## src/rtl/fetch_seq.sv

```systemverilog
// Instruction-fetch sequencer: owns the fetch PC, picks the next PC from the
// sequential, branch, exception-entry and ERET sources, and holds EPC and the handler state.
module fetch_seq #(
  parameter logic [31:0] RESET_PC   = 32'h0000_3000,
  parameter logic [31:0] HANDLER_PC = 32'h0000_4180,
  parameter logic [31:0] IM_LO      = 32'h0000_3000,
  parameter logic [31:0] IM_HI      = 32'h0000_4FFC
) (
  input  logic        clk,
  input  logic        rst_n,
  input  logic        stall,
  input  logic        br_taken,
  input  logic [31:0] br_target,
  input  logic        exc_req,
  input  logic [31:0] exc_pc,
  input  logic        eret,
  output logic [31:0] pc,
  output logic        fetch_valid,
  output logic        adel,
  output logic [31:0] epc,
  output logic        in_handler,
  output logic        exc_lost,
  output logic [31:0] fetch_cnt
);

  typedef enum logic [1:0] {
    BOOT    = 2'd0,
    RUN     = 2'd1,
    HANDLER = 2'd2
  } state_t;

  state_t      state_reg, state_next;
  logic [31:0] pc_reg, pc_next;
  logic [31:0] epc_reg, epc_next;
  logic [31:0] fetch_cnt_reg, fetch_cnt_next;
  logic [31:0] pc_seq;
  logic        adel_int;
  logic        fetch_valid_int;

  // Modular increment: 0xFFFF_FFFC wraps to 0 and adel reports it.
  assign pc_seq = pc_reg + 32'd4;

  assign adel_int = (pc_reg[1:0] != 2'b00) | (pc_reg < IM_LO) | (pc_reg > IM_HI);
  assign fetch_valid_int = (state_reg != BOOT) & ~adel_int;

  always_ff @(posedge clk or negedge rst_n) begin
    if (!rst_n) begin
      state_reg     <= BOOT;
      pc_reg        <= RESET_PC;
      epc_reg       <= 32'h0000_0000;
      fetch_cnt_reg <= 32'h0000_0000;
    end else begin
      state_reg     <= state_next;
      pc_reg        <= pc_next;
      epc_reg       <= epc_next;
      fetch_cnt_reg <= fetch_cnt_next;
    end
  end

  always_comb begin
    state_next     = state_reg;
    pc_next        = pc_reg;
    epc_next       = epc_reg;
    fetch_cnt_next = fetch_cnt_reg;
    exc_lost       = 1'b0;

    if (fetch_valid_int && !stall) begin
      fetch_cnt_next = fetch_cnt_reg + 32'd1;
    end

    case (state_reg)
      BOOT: begin
        state_next = RUN;
      end
      RUN: begin
        // Exception entry overrides stall and any concurrent branch; eret is meaningless here.
        if (exc_req) begin
          state_next = HANDLER;
          pc_next    = HANDLER_PC;
          epc_next   = exc_pc;
        end else if (stall) begin
          pc_next = pc_reg;
        end else if (br_taken) begin
          pc_next = br_target;
        end else begin
          pc_next = pc_seq;
        end
      end
      HANDLER: begin
        // Only one handler level: a new request is dropped and reported.
        exc_lost = exc_req;
        if (eret) begin
          state_next = RUN;
          pc_next    = epc_reg;
        end else if (stall) begin
          pc_next = pc_reg;
        end else if (br_taken) begin
          pc_next = br_target;
        end else begin
          pc_next = pc_seq;
        end
      end
      default: begin
        state_next = BOOT;
        pc_next    = RESET_PC;
      end
    endcase
  end

  assign pc          = pc_reg;
  assign epc         = epc_reg;
  assign fetch_cnt   = fetch_cnt_reg;
  assign adel        = adel_int;
  assign fetch_valid = fetch_valid_int;
  assign in_handler  = (state_reg == HANDLER);

endmodule

```

## config.mk

```make
export PLATFORM = sky130hd
export DESIGN_NAME = fetch_seq
export DESIGN_NICKNAME = d
export VERILOG_FILES = /design/src/rtl/fetch_seq.sv
export SDC_FILE = /design/constraint.sdc
export NUM_CORES = 1
export LEC_CHECK = 0
export CORE_MARGIN = 3
export CORE_UTILIZATION = 30
export DETAILED_ROUTE_END_ITERATION = 7
export GPL_TIMING_DRIVEN = 0
export MAX_ROUTING_LAYER = met4
export REMOVE_ABC_BUFFERS = 1
export SLEW_MARGIN = 40
export SYNTH_ARGS = -nofsm -noshare
export SYNTH_HDL_FRONTEND = slang
export SYNTH_SLANG_ARGS = --single-unit
```

## constraint.sdc

```tcl
create_clock -name clk -period 2.3 [get_ports clk]
set_clock_uncertainty 0.05 [all_clocks]
set_input_delay 0.69 -clock clk [delete_from_list [all_inputs] [get_ports clk]]
set_output_delay 0.69 -clock clk [all_outputs]
set_load 0.005 [all_outputs]
```

# Yosys cells after proc, flatten, opt, wreduce, memory -nomap -nowiden
# Cells that the tools add are included.
word_totals:
  regBits: 98
  romBits: 0
  ramBits: 0
  memories: 0
  elab_cells: 32
  latch_bits: 0
  input_bits: 70
classes:
  addsub: 2
  mul: 0
  reduce_logical: 7
  bitwise_logic: 4
  eq_ne: 4
  n_shift: 0
  order_cmp: 2
  div_mod_pow: 0
  muxes: 9
ops:
  columns: ["cell", "count"]
  rows:
  - ["32-bit 2-to-1 mux", 4]
  - ["32-bit case mux with 3 select lines", 1]
  - ["32-bit by 1-bit adder with 32-bit output (second input constant)", 1]
  - ["32-bit by 3-bit adder with 32-bit output (second input constant)", 1]
  - ["32-bit by 15-bit greater-than comparator with 1-bit output (second input constant)", 1]
  - ["32-bit by 14-bit < comparator with 1-bit output (second input constant)", 1]
  - ["2-bit case mux with 3 select lines", 1]
  - ["2-bit 2-to-1 mux", 2]
  - ["2-bit inequality test (second input constant)", 2]
  - ["2-bit AND reduction", 2]
  - ["2-bit nonzero test", 2]
  - ["2-bit by 1-bit == test with 1-bit output (second input constant)", 1]
  - ["2-bit == test (second input constant)", 1]
  - ["2-bit logical NOT", 1]
  - ["1-bit OR", 2]
  - ["1-bit AND", 1]
  - ["1-bit logical AND", 1]
  - ["1-bit logical NOT", 1]
  - ["1-bit 2-to-1 mux", 1]
  - ["1-bit inverter", 1]

# Logic depth before layout (Yosys ltp)
depth:
  word_depth: 6
  depth_mapped: 9

# Worst setup path after synthesis
# No wires, ideal clock.
synth_path:
  path_kind: "register to output"
  start: "reg pc_reg[19], in the netlist pc[19]"
  end: "out fetch_valid"
  t_required_ps: 1560
  arrival_time_ps: 1481
  stages_incl_launch_ff: 6
  path_slack_ps: 79
  path_cell_list: "dfrtp_1 -> buf_2 -> nor4_2 -> nand3_1 -> or2_1 -> nor2_1"
synth_between:
  elab_chain_len: 5
  elab_cells_between_ends: 6
  classes_between: "order compare: 2; bitwise: 4"
synth_lines:
  columns: ["item", "line_no", "source"]
  rows:
  - ["start, declared", "33", "logic [31:0] pc_reg, pc_next;"]
  - ["start signal, assigned", "54", "pc_reg <= pc_next;"]
  - ["32-bit by 14-bit < comparator with 1-bit output", "43", "assign adel_int = (pc_reg[1:0] != 2'b00) | (pc_reg < IM_LO) | (pc_reg > IM_HI);"]
  - ["1-bit OR", "43", null]
  - ["1-bit OR (*)", "43", null]
  - ["named net adel", "19", "output logic adel,"]
  - ["1-bit inverter (*)", "44", "assign fetch_valid_int = (state_reg != BOOT) & ~adel_int;"]
  - ["1-bit AND (*)", "44", null]
  - ["end, declared", "18", "output logic fetch_valid,"]
# The timed path passes the listed nets; every way through them passes the cells marked *.

# Final worst setup path
layout_path:
  start: "reg pc_reg[17], in the netlist pc[17]"
  end: "out fetch_valid"
layout_between:
  elab_chain_len: 5
  elab_cells_between_ends: 6
  classes_between: "order compare: 2; bitwise: 4"
layout_lines:
  columns: ["item", "line_no"]
  rows:
  - ["32-bit by 14-bit < comparator with 1-bit output", "43"]
  - ["1-bit OR", "43"]
  - ["1-bit OR (*)", "43"]
  - ["1-bit inverter (*)", "44"]
  - ["1-bit AND (*)", "44"]
# Mark *: on every way between the ends. The rest lies on a longest branch, timed or not.

==> flow_summary.ini <==
[grt]
antenna_found_initial = 1
gr-total-overflow = 0
grtUsageTotal_pct = 20.08
grt_first_pass_wirelength_um = 31390
grt_pass1_vias = 5630
grt_max_degree = 51

[timing]
fin_hold_ws_ns = 0.1729
slew_violations = 0
postLayoutSetupSlackWorst_ns = -0.1919
fin_crit_sh_pct = 108.3
clock.fmax_ghz = 0.4013
final.min_clock_period_ns = 2.492
maxSlewHeadroom_pct = 57.89
hold_violations = 0
rsz0062_at_grt = yes
tightest_slew_ns = 0.6316
setup_violations = 2

[cts]
path_clk_slew_ns = 0.07
numCtsBuffers = 9
insertion_delay_ns = 0.36
cts_tree = yes
cts_root_buffer = clkbuf_16
clock-sinks = 98
cts_buffer_depth = 2
htreeDepth = 3

[worst_setup_path]
startpoint_type = flip-flop
cp_num_buf_inv = 1
crit_type = reg -> out
cp_max_fo = 4
cp.arrival_ns = 1.75
reg2reg_depth = 9
crit_path_end_kind = output port
worstPathCellList = nor4_4 > o211ai_4 > or2_4 > nor2_2 > buf_2
r2r-start = pc[13]
critPathRequiredTime_ns = 1.56
crit_start = pc[17]
path_depth = 5
slowest_delay_ns = 0.43
cp_top_family = simple AND/OR/NAND/NOR gates
crit_slowest_cell = dfrtp_2

[status]
status = finished, violations left
violations = negative setup slack

[logic_synthesis]
ys_warn_count = 0
netlist-cell-type-count = 70
syn_area_per_cell_um2 = 9.663
syn_inst = 592
ys_seq_area_share_pct = 42.91
synth_edf_count = 0
ys_ff_latch = 98
ys.flop_type = dfrtp_1
netlist_area_mm2 = 0.005720
synthArstFlopShare_pct = 100.0

[die]
fp.dieH_um = 144.1
fp.dieW_um = 144.1
core_region_area_mm2 = 0.01833
initial_core_util_pct = 31.21
dieArea_mm2 = 0.02076
rows = 49
pin_count = 170

[routing]
vias = 5605
initialDrtViolationCount = 338
wirelength_um = 20540
avgRoutedWirePerCell_um = 20.40
via_per_inst = 5.566
drc = 0
drtAntennaViolNets = 0
dr.pass1.iters = 5

[finish]
finalNonFillerCells = 1007
fin_util_pct = 45.77
area_delta_synth_final_pct = 46.68
nets = 848
drive_above_1_share_pct = 22.01

[power]
leakage_nw = 3.250
p_per_area_mw_per_mm2 = 1009
ir_drop_mv = 0.5116

[hold_path]
hp-class = in -> async

[placed_design]
gp_congestion = 0.8393
placed_cells = 952
dp_hpwl_um = 13830
io_buffers = 169

[flow_run]
max_cap_viol_count = 0
[logic make-up (layout without fill, tap and decap cells)]
logic type / after synthesis / in the layout / share of synthesized area (%)
simple gates: 217 / 217 / 21.63
compound gates: 151 / 152 / 18.20
flops: 98 / 98 / 42.91
buf+inv: 50 / 234 / 3.631
mux: 38 / 38 / 7.415
xor+xnor: 32 / 32 / 4.899
fa+ha+maj: 6 / 6 / 1.312
other cells: 0 / 1 / 0
[power breakdown]
| group | total [mW] | internal, mW | switching (mW) | leakage [nW] |
|---|---|---|---|---|
| Sequential | 2.80 | 2.22 | 0.582 | 1.24 |
| Clock | 1.62 | 0.907 | 0.715 | 0.148 |
| Combinational | 4.05 | 2.14 | 1.91 | 1.86 |
| Total | 8.47 | 5.26 | 3.21 | 3.25 |
[metal layers]
| layer | global-route usage, % | vias to the layer above | part of all wire, % |
|---|---|---|---|
| met3 | 5.589 | 35 | 8.0 |
| met2 | 32.75 | 226 | 49 |
| li1 | - | 2583 | - |
| met1 | 24.00 | 2761 | 41 |
| met5 | - | - | 0 |
| met4 | 6.739 | 0 | 1.9 |
[Yosys cell counts (3+ instances only)]
cell type  number  area (um2)
a22o_1          3       26.28
a31oi_1        10       62.56
nor2b_1         5       31.28
o22ai_1         3       18.77
inv_1           7       26.28
xor2_1         13       113.9
a221o_1         3       30.03
or4_1           3       22.52
nand3_1        25       125.1
a22oi_1        17       127.6
nand2_1        57       214.0
nand2b_1        4       25.02
and3_1          9       56.30
a222oi_1        6       60.06
dfrtp_1        96        2402
nor4_1          8       50.05
nor3_1         11       55.05
a211oi_1       13       97.59
xnor2_1        19       166.4
or3_1           4       25.02
buf_1           5       18.77
o21a_1          3       22.52
and2_1          8       50.05
a21oi_1        32       160.2
o221ai_1        7       61.31
o21ai_0        31       155.2
o31a_1          3       26.28
a221oi_1        4       35.03
clkbuf_1       23       86.33
nor3_2          3       30.03
ha_1            6       75.07
nor4_4          3       63.81
buf_2          10       50.05
and4_1          5       43.79
mux2_2         34       382.9
nor2_1         34       127.6
nand4_1        20       125.1
mux2i_1         3       30.03
[stage by stage]
| stage | instance area (um2) | power, mW | setup slack, ns | setup TNS (ns) |
|---|---|---|---|---|
| final | 8391 | 8.470 | -0.1919 | -0.3093 |
| after global placement | 7528 | 6.169 | -3.387 | -440.69 |
| after floorplan | 5550 | 4.381 | -0.3017 | -2.208 |
| after global routing | 8391 | 8.957 | -0.2613 | -0.4672 |
| after CTS | 8233 | 8.403 | -0.2325 | -0.4272 |
| after detailed placement | 7610 | 6.311 | -0.7887 | -16.62 |
[cells in the final DEF, fill, tap and decap left out, drive strengths merged, types with 5 or more instances in the layout]
cell,n
clkdlybuf4s50,159
dfrtp,96
nand2,58
buf,44
mux2,35
nor2,34
a21oi,33
o21ai,31
nand3,26
nand4,21
xnor2,19
a22oi,17
nor3,14
xor2,13
a211oi,13
nor4,13
and3,11
clkbuf,11
a31oi,10
inv,8
and2,8
o221ai,7
a222oi,6
ha,6
and4,5
nor2b,5
or4,5
[what timing repair did]
item	CTS	global route
cloned	1	0
buffers inserted	24	13
gates resized for setup	52	17
setup endpoints to repair	48	29
hold buffers	0	0
pin swaps	7	16
[worst paths after layout]
path | endpoint | slack, ns
min | epc[30] | 0.17
max | fetch_valid | -0.19
min reg2reg | fetch_cnt[31] | 0.43
min in group clk | fetch_cnt[31] | 0.43
max in group asynchronous | pc[13] | 1.39
max reg2reg | pc[30] | 0.10
[area by class of cell]
type	count	area [um2]
diodes	1	2.502
flip-flops and latches	98	2477
repair buffers	208	2034
multi-input cells	445	3233
clock buffers	11	252.7
inverters	10	41.29
fillers	1719	9941
well taps	229	286.5
clock inverters	5	62.56
Power figures use the tool's default switching activity.
